File: config.mk
export PLATFORM = sky130hd
export DESIGN_NAME = dec_sel_gen
export DESIGN_NICKNAME = d
export VERILOG_FILES = /design/src/rtl/sel_pkg.sv /design/src/rtl/btn_debounce.sv /design/src/rtl/dec_sel_gen.sv
export SDC_FILE = /design/constraint.sdc
export NUM_CORES = 1
export LEC_CHECK = 0
export ABC_AREA = 1
export CORE_MARGIN = 1
export CORE_UTILIZATION = 32
export CTS_BUF_LIST = sky130_fd_sc_hd__clkbuf_8
export DETAILED_ROUTE_END_ITERATION = 8
export GPL_ROUTABILITY_DRIVEN = 0
export GPL_TIMING_DRIVEN = 0
export PLACE_DENSITY = 0.55
export RECOVER_POWER = 25
export SLEW_MARGIN = 20
export SYNTH_ARGS = -nofsm -noshare
export SYNTH_HDL_FRONTEND = slang
export SYNTH_SLANG_ARGS = --single-unit
File: constraint.sdc
create_clock -name clk -period 1.3 [get_ports clk]
set_clock_uncertainty 0.05 [all_clocks]
set_input_delay 0.26 -clock clk [delete_from_list [all_inputs] [get_ports clk]]
set_output_delay 0.26 -clock clk [all_outputs]
set_load 0.02 [all_outputs]
File: src/rtl/sel_pkg.sv
// Shared definitions for the decoder select generator: index sizing,
// debouncer state encoding and counter-width helper.
package sel_pkg;

    localparam int IDX_W   = 3;
    localparam int NUM_IDX = 8;

    typedef enum logic {
        RELEASED = 1'b0,
        PRESSED  = 1'b1
    } deb_state_t;

    // Counters must be at least one bit wide, even for tiny parameters.
    function automatic int cnt_width(input int n);
        return ($clog2(n) < 1) ? 1 : $clog2(n);
    endfunction

endpackage

File: src/rtl/btn_debounce.sv
// Push-button conditioner: 2-flop synchronizer, stability-counting debounce
// FSM and a single-cycle press pulse on each accepted press.
//
//   state    | meaning
//   RELEASED | debounced level low; counting cycles of synchronized high
//   PRESSED  | debounced level high; counting cycles of synchronized low
module btn_debounce #(
    parameter int DEBOUNCE_CYCLES = 16
) (
    input  logic clk,
    input  logic rst,
    input  logic raw,
    output logic pulse
);
    import sel_pkg::*;

    localparam int              CNT_W    = cnt_width(DEBOUNCE_CYCLES);
    localparam logic [CNT_W-1:0] CNT_LAST = CNT_W'(DEBOUNCE_CYCLES - 1);

    logic [1:0]       sync;
    logic             level;
    deb_state_t       state, state_nxt;
    logic [CNT_W-1:0] cnt, cnt_nxt;
    logic             pulse_nxt;

    assign level = sync[1];

    always_ff @(posedge clk) begin
        if (rst) begin
            sync  <= 2'b00;
            state <= RELEASED;
            cnt   <= '0;
            pulse <= 1'b0;
        end else begin
            sync  <= {sync[0], raw};
            state <= state_nxt;
            cnt   <= cnt_nxt;
            pulse <= pulse_nxt;
        end
    end

    // The counter only runs while the synchronized level disagrees with the state.
    always_comb begin
        state_nxt = state;
        cnt_nxt   = '0;
        pulse_nxt = 1'b0;
        if (level != (state == PRESSED)) begin
            if (cnt == CNT_LAST) begin
                state_nxt = (state == PRESSED) ? RELEASED : PRESSED;
                pulse_nxt = (state == RELEASED);
            end else begin
                cnt_nxt = cnt + 1'b1;
            end
        end
    end

endmodule

File: src/rtl/dec_sel_gen.sv
// Select/enable generator for a 3-to-8 decoder: debounced next/prev/enable
// buttons plus an optional auto-scan that steps the index periodically.
module dec_sel_gen #(
    parameter int DEBOUNCE_CYCLES = 16,
    parameter int SCAN_PERIOD     = 8
) (
    input  logic       clk,
    input  logic       rst,
    input  logic       btn_next,
    input  logic       btn_prev,
    input  logic       btn_en,
    input  logic       sw_auto,
    output logic [2:0] x,
    output logic       en
);
    import sel_pkg::*;

    localparam int               SCAN_W    = cnt_width(SCAN_PERIOD);
    localparam logic [SCAN_W-1:0] SCAN_LAST = SCAN_W'(SCAN_PERIOD - 1);

    logic              p_next, p_prev, p_en;
    logic [1:0]        auto_sync;
    logic [SCAN_W-1:0] scan, scan_nxt;
    logic [2:0]        x_nxt;
    logic              en_nxt;
    logic              manual;

    btn_debounce #(.DEBOUNCE_CYCLES(DEBOUNCE_CYCLES)) u_deb_next (
        .clk(clk), .rst(rst), .raw(btn_next), .pulse(p_next)
    );
    btn_debounce #(.DEBOUNCE_CYCLES(DEBOUNCE_CYCLES)) u_deb_prev (
        .clk(clk), .rst(rst), .raw(btn_prev), .pulse(p_prev)
    );
    btn_debounce #(.DEBOUNCE_CYCLES(DEBOUNCE_CYCLES)) u_deb_en (
        .clk(clk), .rst(rst), .raw(btn_en), .pulse(p_en)
    );

    always_ff @(posedge clk) begin
        if (rst) begin
            auto_sync <= 2'b00;
            scan      <= '0;
            x         <= '0;
            en        <= 1'b0;
        end else begin
            auto_sync <= {auto_sync[0], sw_auto};
            scan      <= scan_nxt;
            x         <= x_nxt;
            en        <= en_nxt;
        end
    end

    assign manual = p_next | p_prev;

    // Manual steps take priority over a scan tick and restart the scan period.
    always_comb begin
        x_nxt    = x;
        en_nxt   = en ^ p_en;
        scan_nxt = '0;
        if (p_next && !p_prev) begin
            x_nxt = x + 3'd1;
        end else if (p_prev && !p_next) begin
            x_nxt = x - 3'd1;
        end
        if (auto_sync[1] && en && !manual) begin
            if (scan == SCAN_LAST) begin
                x_nxt = x + 3'd1;
            end else begin
                scan_nxt = scan + 1'b1;
            end
        end
    end

endmodule

==> metrics, run 1 <==
ANT nets after route 0; crit-path max cell delay 340 ps; Die X 65.8 um; Vias/cell 4.26; Die Area 4330 um^2; sw frac 20.2%; Req. time, crit path 990 ps; root buffer cell clkbuf_8; Longest Clk Path Bufs 2; Worst EP arrival 920 ps; commonest cells after routing, fill and taps aside nor2_1 (34), dfxtp_1 (31), inv_1 (26), nand2_1 (17), nand3_1 (12); Routed wire per std cell 9.08 um; Clk pwr share 43.6%; Cells after Synth 160; die height 65.8 um; Buf/Inv on CP 1; fmax 816 MHz; TritonCTS buffer count 5; Detail Placement HPWL 1.49 mm; post-synthesis sequential area ratio 50.8%; antenna violations before repair 0; Fin. Hold Viols 0; Vias 955; remaining global-route overflow 0; Nets 188; Cell Chain, Critical Path clkdlybuf4s15_1; Max Slew Vio Count 0; final WL 2.03 mm; syn_nets 173; Cell Rows 22; layout cells sized above 1 11.9%; Synth cell types 20; CORE AREA 3770 um^2; worst-path fanout max 3; Final TNS setup 0 ps; hold_buf cts 0; DRC errors left 0; drt pass-1 iters 4; Yosys Warn Count 0; cell area power density 1230 nW/um^2; post-synthesis area per instance 8.13 um^2; diode count 0; Comb pwr share 2.4%; clk_lat worst skew 280 ps; GRT Total Usage 11.8%; Max-slew headroom 69.5%; max cap viols 0; status finished clean; post-layout minimum cycle time 1230 ps; Seq pwr share 54.0%; Top-Level Pins 10; Tcrit/Tclk final 94.3%; VDD IR max 782 uV; endpoints failing setup 0; RSZ-0062 raised after global routing false; CP max stage cell dfxtp_2; largest net degree at the start of global routing 11; first-pass GRT wire length 3.66 mm; CP Class reg2out; H-tree levels 2; most common cell after layout, fill and taps aside nor2_1; CTS clk-pin slew, worst paths 60 ps; crit-path leading delay family flip-flops; internal power 1520 uW; Area growth, synth to finish 19.6%; mapped cell area 1300 um^2; min-delay worst type in2reg; Worst Tran Pin Value 458 ps; TritonCTS clock tree done; Pwr Total 1910 uW; DR iter-0 viols 26; number of global-route vias before repair 912; I/O Buffers 8; Final Util 41.3%; clock sinks 33; critical path launch point type register; starting density of the core 34.5%; Yosys reg bits 33; Worst Setup End Kind primary output; Static Leakage 0.000669 uW; P_sw 387 uW
==> state kept, by name, indices dropped and copies added, names as in the netlist <==
register          cells
en                    1
auto_sync             2
scan                  3
u_deb_en.pulse        1
u_deb_en.state        1
u_deb_prev.pulse      1
u_deb_prev.cnt        4
x                     3
u_deb_prev.sync       2
u_deb_next.sync       2
u_deb_next.cnt        4
u_deb_en.cnt          4
u_deb_next.state      1
u_deb_next.pulse      1
u_deb_en.sync         2
u_deb_prev.state      1
==> area by class of cell <==
| cell class | count | area [um^2] |
|---|---|---|
| multi-input cells | 98 | 552 |
| clock inverters | 1 | 5.00 |
| inverters | 27 | 101 |
| plain buffers | 2 | 7.51 |
| repair buffers | 8 | 71.3 |
| fillers | 388 | 2210 |
| flip-flops and latches | 33 | 663 |
| well taps | 48 | 60.1 |
| clock buffers | 7 | 96.3 |
==> power groups by stage <==
stage | sequential (uW) | combinational, uW | clock, uW
after floorplan | 1050 | 27.3 | 0
after global placement | 1050 | 45.4 | 0
after detailed placement | 1060 | 47.5 | 0
after CTS | 1030 | 47.7 | 866
after global routing | 1030 | 52.7 | 927
final | 1030 | 46.0 | 832
==> cells in the mapped netlist (all sizes together) <==
cell	count	area, um^2
o21ai	4	20.0
nand2	18	70.1
nor2	35	134
nand4	2	12.5
nand3b	3	22.5
buf	2	10.0
nand3	13	70.1
dfxtp	33	661
a21oi	5	25.0
xor2	4	35.0
or2	2	12.5
ha	7	87.6
nor3	1	5.00
inv	27	101
xnor2	4	35.0
==> stage by stage <==
stage / std cells / area (um^2) / setup WS, ps / hold WS (ps)
final: 224 / 1560 / 74.1 / 318
after global routing: 224 / 1560 / 11.9 / 351
after CTS: 224 / 1550 / 3.49 / 212
after detailed placement: 216 / 1440 / 12.9 / 349
after global placement: 216 / 1440 / 13.3 / 340
after floorplan: 160 / 1300 / 42.3 / 317
==> layer usage <==
metal  up-vias  GRT usage (%)  share of wire [%]  routed length [um]
li1        518              -                  -                   -
met1       419           11.3                 47                 949
met2        13           20.2                 46                 933
met3         5           5.69                4.6                  93
met4         0           7.34                2.8                  57
met5         -              0                  0                   0
==> kinds of logic after synthesis <==
| kind of cell | count (synthesis) | synth area share, % |
|---|---|---|
| adder cells (fa/ha/maj) | 7 | 6.73 |
| buffers and inverters | 29 | 8.56 |
| AO/OA/AOI/OAI | 9 | 3.46 |
| XOR/XNOR | 8 | 5.38 |
| AND/OR/NAND/NOR | 74 | 25.1 |
| flip-flops | 33 | 50.8 |
==> final timing paths <==
| path | slack (ps) | endpoint | depth (start not counted) | startpoint |
|---|---|---|---|---|
| max | 70 | x[0] | 1 | x[0]$_SDFF_PP0_ |
| min | 320 | u_deb_prev.sync[1]$_SDFF_PP0_ | 2 | rst |
| max reg2reg | 110 | x[0]$_SDFF_PP0_ | 5 | scan[0]$_SDFF_PP0_ |
| min reg2reg | 350 | u_deb_next.sync[1]$_SDFF_PP0_ | 2 | u_deb_next.sync[0]$_SDFF_PP0_ |
==> what timing repair did <==
| action | 4_1_cts | 5_1_grt |
|---|---|---|
| endpoints found under the hold margin | 0 | 0 |
| gates resized for setup | 9 | 7 |
| setup endpoints to repair | 4 | 5 |
| setup buffers | 0 | 0 |
(Power assumes the default switching activity.)
==> inputs of run 2 (changes only) <==
--- a/config.mk
+++ b/config.mk
@@ -10,9 +10,10 @@
 export CORE_UTILIZATION = 32
 export CTS_BUF_LIST = sky130_fd_sc_hd__clkbuf_8
 export DETAILED_ROUTE_END_ITERATION = 8
+export DONT_BUFFER_PORTS = 1
 export GPL_ROUTABILITY_DRIVEN = 0
 export GPL_TIMING_DRIVEN = 0
-export PLACE_DENSITY = 0.55
+export PLACE_DENSITY = 0.52
 export RECOVER_POWER = 25
 export SLEW_MARGIN = 20
 export SYNTH_ARGS = -nofsm -noshare
==> metrics, run 2 (same netlist as run 1, synthesis figures left out) <==
status finished clean (unchanged); largest net degree at the start of global routing 11 (unchanged); remaining global-route overflow 0 (unchanged); first-pass GRT wire length 3.91 mm (was 3.66 mm); CP max stage cell dfxtp_4 (was dfxtp_2); max cap viols 0 (unchanged); DRC errors left 0 (unchanged); number of global-route vias before repair 961 (was 912); reg-to-reg endpoint x[1]$_SDFF_PP0_ (was x[0]$_SDFF_PP0_); Max-slew headroom 73.1% (was 69.5%); internal power 1440 uW (was 1520 uW); fmax 826 MHz (was 816 MHz); TritonCTS clock tree done (unchanged); VDD IR max 778 uV (was 782 uV); area occupied by multi-input gates 556 um^2 (was 552 um^2); Vias/cell 4.40 (was 4.26); Pwr Total 1810 uW (was 1910 uW); H-tree levels 2 (unchanged); DR iter-0 viols 40 (was 26); critical path launch point type register (unchanged); final setup margin 90.0 ps (was 74.1 ps); Worst Tran Pin Value 404 ps (was 458 ps); Worst Setup End Kind register (was primary output); dpl cell area 1360 um^2 (was 1440 um^2); WP depth 7 (was 1); P_sw 366 uW (was 387 uW); antenna violations before repair 0 (unchanged); sw frac 20.2% (about the same); diode count 0 (unchanged); top flop regs u_deb_en.cnt x4, u_deb_next.cnt x4, u_deb_prev.cnt x4 (unchanged); sequential cell area 669 um^2 (was 663 um^2); Max Slew Vio Count 0 (unchanged); CP Class reg2reg (was reg2out); Fin. Hold Viols 0 (unchanged); die height 65.8 um (unchanged); endpoints failing setup 0 (unchanged); clk_lat worst skew 280 ps (about the same); final WL 2.21 mm (was 2.03 mm); hold path depth 2 (unchanged); Cell Count, Final, Fillers Out 215 (was 224); Top-Level Pins 10 (unchanged); Critical Path Start x[0]$_SDFF_PP0_ (unchanged); Die X 65.8 um (unchanged); crit-path max cell delay 370 ps (was 340 ps); Routed wire per std cell 10.3 um (was 9.08 um); pre-CTS WS -43.1 ps (was 12.9 ps); worst-path fanout max 3 (unchanged); commonest cells after routing, fill and taps aside nor2_1 (34), dfxtp_1 (30), inv_1 (27), nand2_1 (17), nand3_1 (12) (was nor2_1 (34), dfxtp_1 (31), inv_1 (26), nand2_1 (17), nand3_1 (12)); Detail Placement HPWL 1.56 mm (was 1.49 mm); CTS clk-pin slew, worst paths 60 ps (about the same); register-to-register setup slack 90 ps (was 110 ps); Seq pwr share 56.8% (was 54.0%); layout cells sized above 1 11.4% (was 11.9%); Post-CTS Setup Inserts 0 (unchanged); Cell Chain, Critical Path inv_1, ha_4, inv_1, nand3_1, nand2_1, nand3_1, a21oi_2 (was clkdlybuf4s15_1); cell area power density 1220 nW/um^2 (was 1230 nW/um^2); most common cell after layout, fill and taps aside nor2_1 (unchanged); I/O Buffers 0 (was 8); Worst EP arrival 1370 ps (was 920 ps); Longest Clk Path Bufs 2 (unchanged); Vias 947 (was 955); final instance area 1480 um^2 (was 1560 um^2); root buffer cell clkbuf_8 (unchanged); GRT Total Usage 12.4% (was 11.8%); TritonCTS buffer count 5 (unchanged); placed insts 208 (was 216); drt pass-1 iters 4 (unchanged); Worst Reg-to-Reg Cells 7 (was 5); Clk pwr share 41.2% (was 43.6%); worst setup path endpoint x[1]$_SDFF_PP0_ (was x[0]); Tcrit/Tclk final 93.1% (was 94.3%); Nets 180 (was 188); Req. time, crit path 1460 ps (was 990 ps); ANT nets after route 0 (unchanged); clock sinks 33 (unchanged); starting density of the core 34.5% (unchanged); Cell Rows 22 (unchanged); reg-to-reg critical path startpoint x[0]$_SDFF_PP0_ (was scan[0]$_SDFF_PP0_); Die Area 4330 um^2 (unchanged); CORE AREA 3770 um^2 (unchanged); Filler cells 388 (unchanged); crit-path leading delay family flip-flops (unchanged); Area growth, synth to finish 13.8% (was 19.6%); post-layout minimum cycle time 1210 ps (was 1230 ps); Buf/Inv on CP 2 (was 1); Comb pwr share 1.9% (was 2.4%); Static Leakage 0.000633 uW (was 0.000669 uW); min-delay worst type in2reg (unchanged)
run 2: cell count changes in the layout (fill, tap and decap cells not counted):
cell / delta
clkinv_2: -1
clkbuf_2: -1
clkdlybuf4s15_2: -1
inv_1: +1
clkbuf_8: -1
clkbuf_1: -1
dfxtp_4: +2
a21oi_2: +1
clkdlybuf4s50_1: -4
dfxtp_2: -1
dfxtp_1: -1
a21oi_1: -1
clkdlybuf4s15_1: -1
run 2: cell type report:
cell class	count	area share, %
Tap cell	48	4.05
Clock buffer	6	5.57
Inverter	27	6.84
Multi-Input combinational cell	98	37.5
Buffer	2	0.591
Clock inverter	1	0.253
Sequential cell	33	45.2
run 2: worst min path at each step:
stage	from	endpoint	slack [ps]
after CTS	btn_prev	u_deb_prev.sync[0]$_SDFF_PP0_	20
final	btn_prev	u_deb_prev.sync[0]$_SDFF_PP0_	30
after global routing	btn_en	u_deb_en.sync[0]$_SDFF_PP0_	10
after floorplan	sw_auto	auto_sync[0]$_SDFF_PP0_	320
after global placement	btn_prev	u_deb_prev.sync[0]$_SDFF_PP0_	320
after detailed placement	btn_en	u_deb_en.sync[0]$_SDFF_PP0_	320
run 2: stage by stage:
step	util (%)	hold WS [ps]	setup TNS, ps
floorplan	-	317	0
global placement	36.1	319	-24.2
detailed placement	36.1	322	-43.1
CTS	38.5	21.4	0
global route	39.3	14.2	-11.9
finish	39.3	30.2	0
run 2: power by group through the flow:
stage,Sequential (uW),Clock [uW],Combinational (uW)
floorplan,1050,0,27.3
global placement,1050,0,34.2
detailed placement,1060,0,35.5
CTS,1030,773,35.7
global route,1030,834,41.4
finish,1030,747,34.9
run 2: layer usage:
| metal | share of wire [%] | track usage, % | up-vias |
|---|---|---|---|
| li1 | - | - | 503 |
| met1 | 44 | 12.9 | 424 |
| met2 | 49 | 20.2 | 14 |
| met3 | 3.8 | 5.34 | 6 |
| met4 | 2.4 | 7.88 | 0 |
| met5 | 0 | 0 | - |
run 2: what timing repair did:
item | 4_1_cts | 5_1_grt
resized for setup | 2 | 6
pin swaps | 0 | 2
hold buffers | 0 | 0
endpoints found under the setup margin | 1 | 2
==> inputs of run 3 (changes only) <==
--- a/config.mk
+++ b/config.mk
@@ -7,13 +7,13 @@
 export LEC_CHECK = 0
 export ABC_AREA = 1
 export CORE_MARGIN = 1
-export CORE_UTILIZATION = 32
+export CORE_UTILIZATION = 64
 export CTS_BUF_LIST = sky130_fd_sc_hd__clkbuf_8
 export DETAILED_ROUTE_END_ITERATION = 8
 export DONT_BUFFER_PORTS = 1
 export GPL_ROUTABILITY_DRIVEN = 0
 export GPL_TIMING_DRIVEN = 0
-export PLACE_DENSITY = 0.52
+export PLACE_DENSITY = 0.86
 export RECOVER_POWER = 25
 export SLEW_MARGIN = 20
 export SYNTH_ARGS = -nofsm -noshare
==> metrics, run 3 (same netlist as run 1, synthesis figures left out) <==
Max-slew headroom 71.9% (was 73.1%); min-delay src btn_prev (unchanged); placed insts 185 (was 208); Hold Crit Endpoint u_deb_prev.sync[0]$_SDFF_PP0_ (unchanged); number of global-route vias before repair 842 (was 961); Tcrit/Tclk final 95.8% (was 93.1%); reg-to-reg endpoint x[1]$_SDFF_PP0_ (unchanged); clk_lat worst skew 270 ps (was 280 ps); Req. time, crit path 1450 ps (was 1460 ps); CORE AREA 1820 um^2 (was 3770 um^2); Routed wire per std cell 10.6 um (was 10.3 um); dpl cell area 1330 um^2 (was 1360 um^2); clock sinks 33 (unchanged); Top-Level Pins 10 (unchanged); commonest cells after routing, fill and taps aside nor2_1 (34), dfxtp_1 (30), inv_1 (25), nand2_1 (17), nand3_1 (12) (was nor2_1 (34), dfxtp_1 (30), inv_1 (27), nand2_1 (17), nand3_1 (12)); layout cells sized above 1 12.5% (was 11.4%); TritonCTS clock tree done (unchanged); Max Slew Vio Count 0 (unchanged); I/O Buffers 0 (unchanged); drt pass-1 iters 4 (unchanged); Final Util 79.6% (was 39.3%); TritonCTS buffer count 5 (unchanged); DR iter-0 viols 11 (was 40); Detail Placement HPWL 1.38 mm (was 1.56 mm); critical path launch point type register (unchanged); final WL 2.04 mm (was 2.21 mm); post-layout minimum cycle time 1250 ps (was 1210 ps); CTS clk-pin slew, worst paths 70 ps (was 60 ps); diode count 0 (unchanged); Worst Setup End Kind register (unchanged); Static Leakage 0.000642 uW (was 0.000633 uW); Longest Clk Path Bufs 2 (unchanged); DRC errors left 0 (unchanged); Worst Tran Pin Value 422 ps (was 404 ps); Worst Reg-to-Reg Cells 7 (unchanged); cell area power density 1290 nW/um^2 (was 1220 nW/um^2); top flop regs u_deb_en.cnt x4, u_deb_next.cnt x4, u_deb_prev.cnt x4 (unchanged); min-delay worst type in2reg (unchanged); VDD IR max 1140 uV (was 778 uV); Pwr Total 1880 uW (was 1810 uW); register-to-register setup slack 50 ps (was 90 ps); Fin. Hold Viols 0 (unchanged); hold path depth 2 (unchanged); Die Area 2220 um^2 (was 4330 um^2); final instance area 1450 um^2 (was 1480 um^2); hold_buf cts 0 (unchanged); endpoints failing setup 0 (unchanged); Worst EP arrival 1400 ps (was 1370 ps); Nets 180 (unchanged); root buffer cell clkbuf_8 (unchanged); die height 47.1 um (was 65.8 um); Area growth, synth to finish 11.3% (was 13.8%); status finished clean (unchanged); Vias 961 (was 947); first-pass GRT wire length 3.13 mm (was 3.91 mm); max cap viols 0 (unchanged); most common cell after layout, fill and taps aside nor2_1 (unchanged); H-tree levels 2 (unchanged); worst-path fanout max 4 (was 3); GRT Total Usage 21.4% (was 12.4%); Cell Rows 15 (was 22); starting density of the core 71.5% (was 34.5%); reg-to-reg critical path startpoint x[1]$_SDFF_PP0_ (was x[0]$_SDFF_PP0_); final setup margin 54.4 ps (was 90.0 ps); ANT nets after route 0 (unchanged); fmax 803 MHz (was 826 MHz); Die X 47.1 um (was 65.8 um); Cell Count, Final, Fillers Out 193 (was 215); remaining global-route overflow 0 (unchanged); antenna violations before repair 0 (unchanged); pre-CTS WS -45.9 ps (was -43.1 ps); Vias/cell 4.98 (was 4.40); largest net degree at the start of global routing 11 (unchanged); CP Class reg2reg (unchanged)
## run 3: cell types whose count changed in the layout (fill, tap and decap cells not counted), sizes merged
cell / previous run / this run
clkbuf: 7 / 8
inv: 28 / 27
clkinv: 0 / 1
## run 3: metrics by stage
| stage | TNS (ps) | hold WS (ps) |
|---|---|---|
| global placement | -0.799 | 318 |
| global route | -4.77 | 27.3 |
| floorplan | 0 | 317 |
| CTS | 0 | 27.8 |
| finish | 0 | 35.9 |
| detailed placement | -45.9 | 320 |
## run 3: final cells by class
type / count / area [um^2]
plain buffers: 2 / 8.76
clock buffers: 7 / 96.3
clock inverters: 1 / 5.00
fillers: 131 / 372
inverters: 27 / 101
multi-input cells: 98 / 537
flip-flops and latches: 33 / 669
well taps: 25 / 31.3
## run 3: layer usage
layer,wire (um),global-route usage [%]
met2,1030,39.2
met5,0,0
met4,33,12.0
met3,87,6.92
met1,890,21.2
## run 3: worst max-delay path, stage by stage (launching register included)
cell and delay, ps:
dfxtp_4 390, inv_1 50, ha_1 300, inv_1 60, nand3_1 60, nand2_1 80
nand3_1 60, a21oi_1 120
## run 3: timing repair
item / in CTS / in global routing
resized for setup: 2 / 5
pin swaps: 0 / 3
endpoints found under the setup margin: 1 / 6
setup buffers: 0 / 0
cloned: 0 / 0
## run 3: worst max path at each step
stage | startpoint | endpoint | slack (ps)
2_1_floorplan | x[1]$_SDFF_PP0_ | x[1]$_SDFF_PP0_ | 40
3_3_place_gp | x[1]$_SDFF_PP0_ | x[1]$_SDFF_PP0_ | -0.8
3_5_place_dp | x[1]$_SDFF_PP0_ | x[1]$_SDFF_PP0_ | -50
4_1_cts | x[0]$_SDFF_PP0_ | x[1]$_SDFF_PP0_ | 10
5_1_grt | u_deb_prev.cnt[0]$_SDFF_PP0_ | u_deb_prev.cnt[2]$_SDFF_PP0_ | -5
6_report | x[1]$_SDFF_PP0_ | x[1]$_SDFF_PP0_ | 50
## run 3: report_power, final
group / switching [uW] / internal, uW
logic: 23.0 / 11.1
registers: 6.98 / 1020
clock network: 335 / 478
total: 365 / 1510
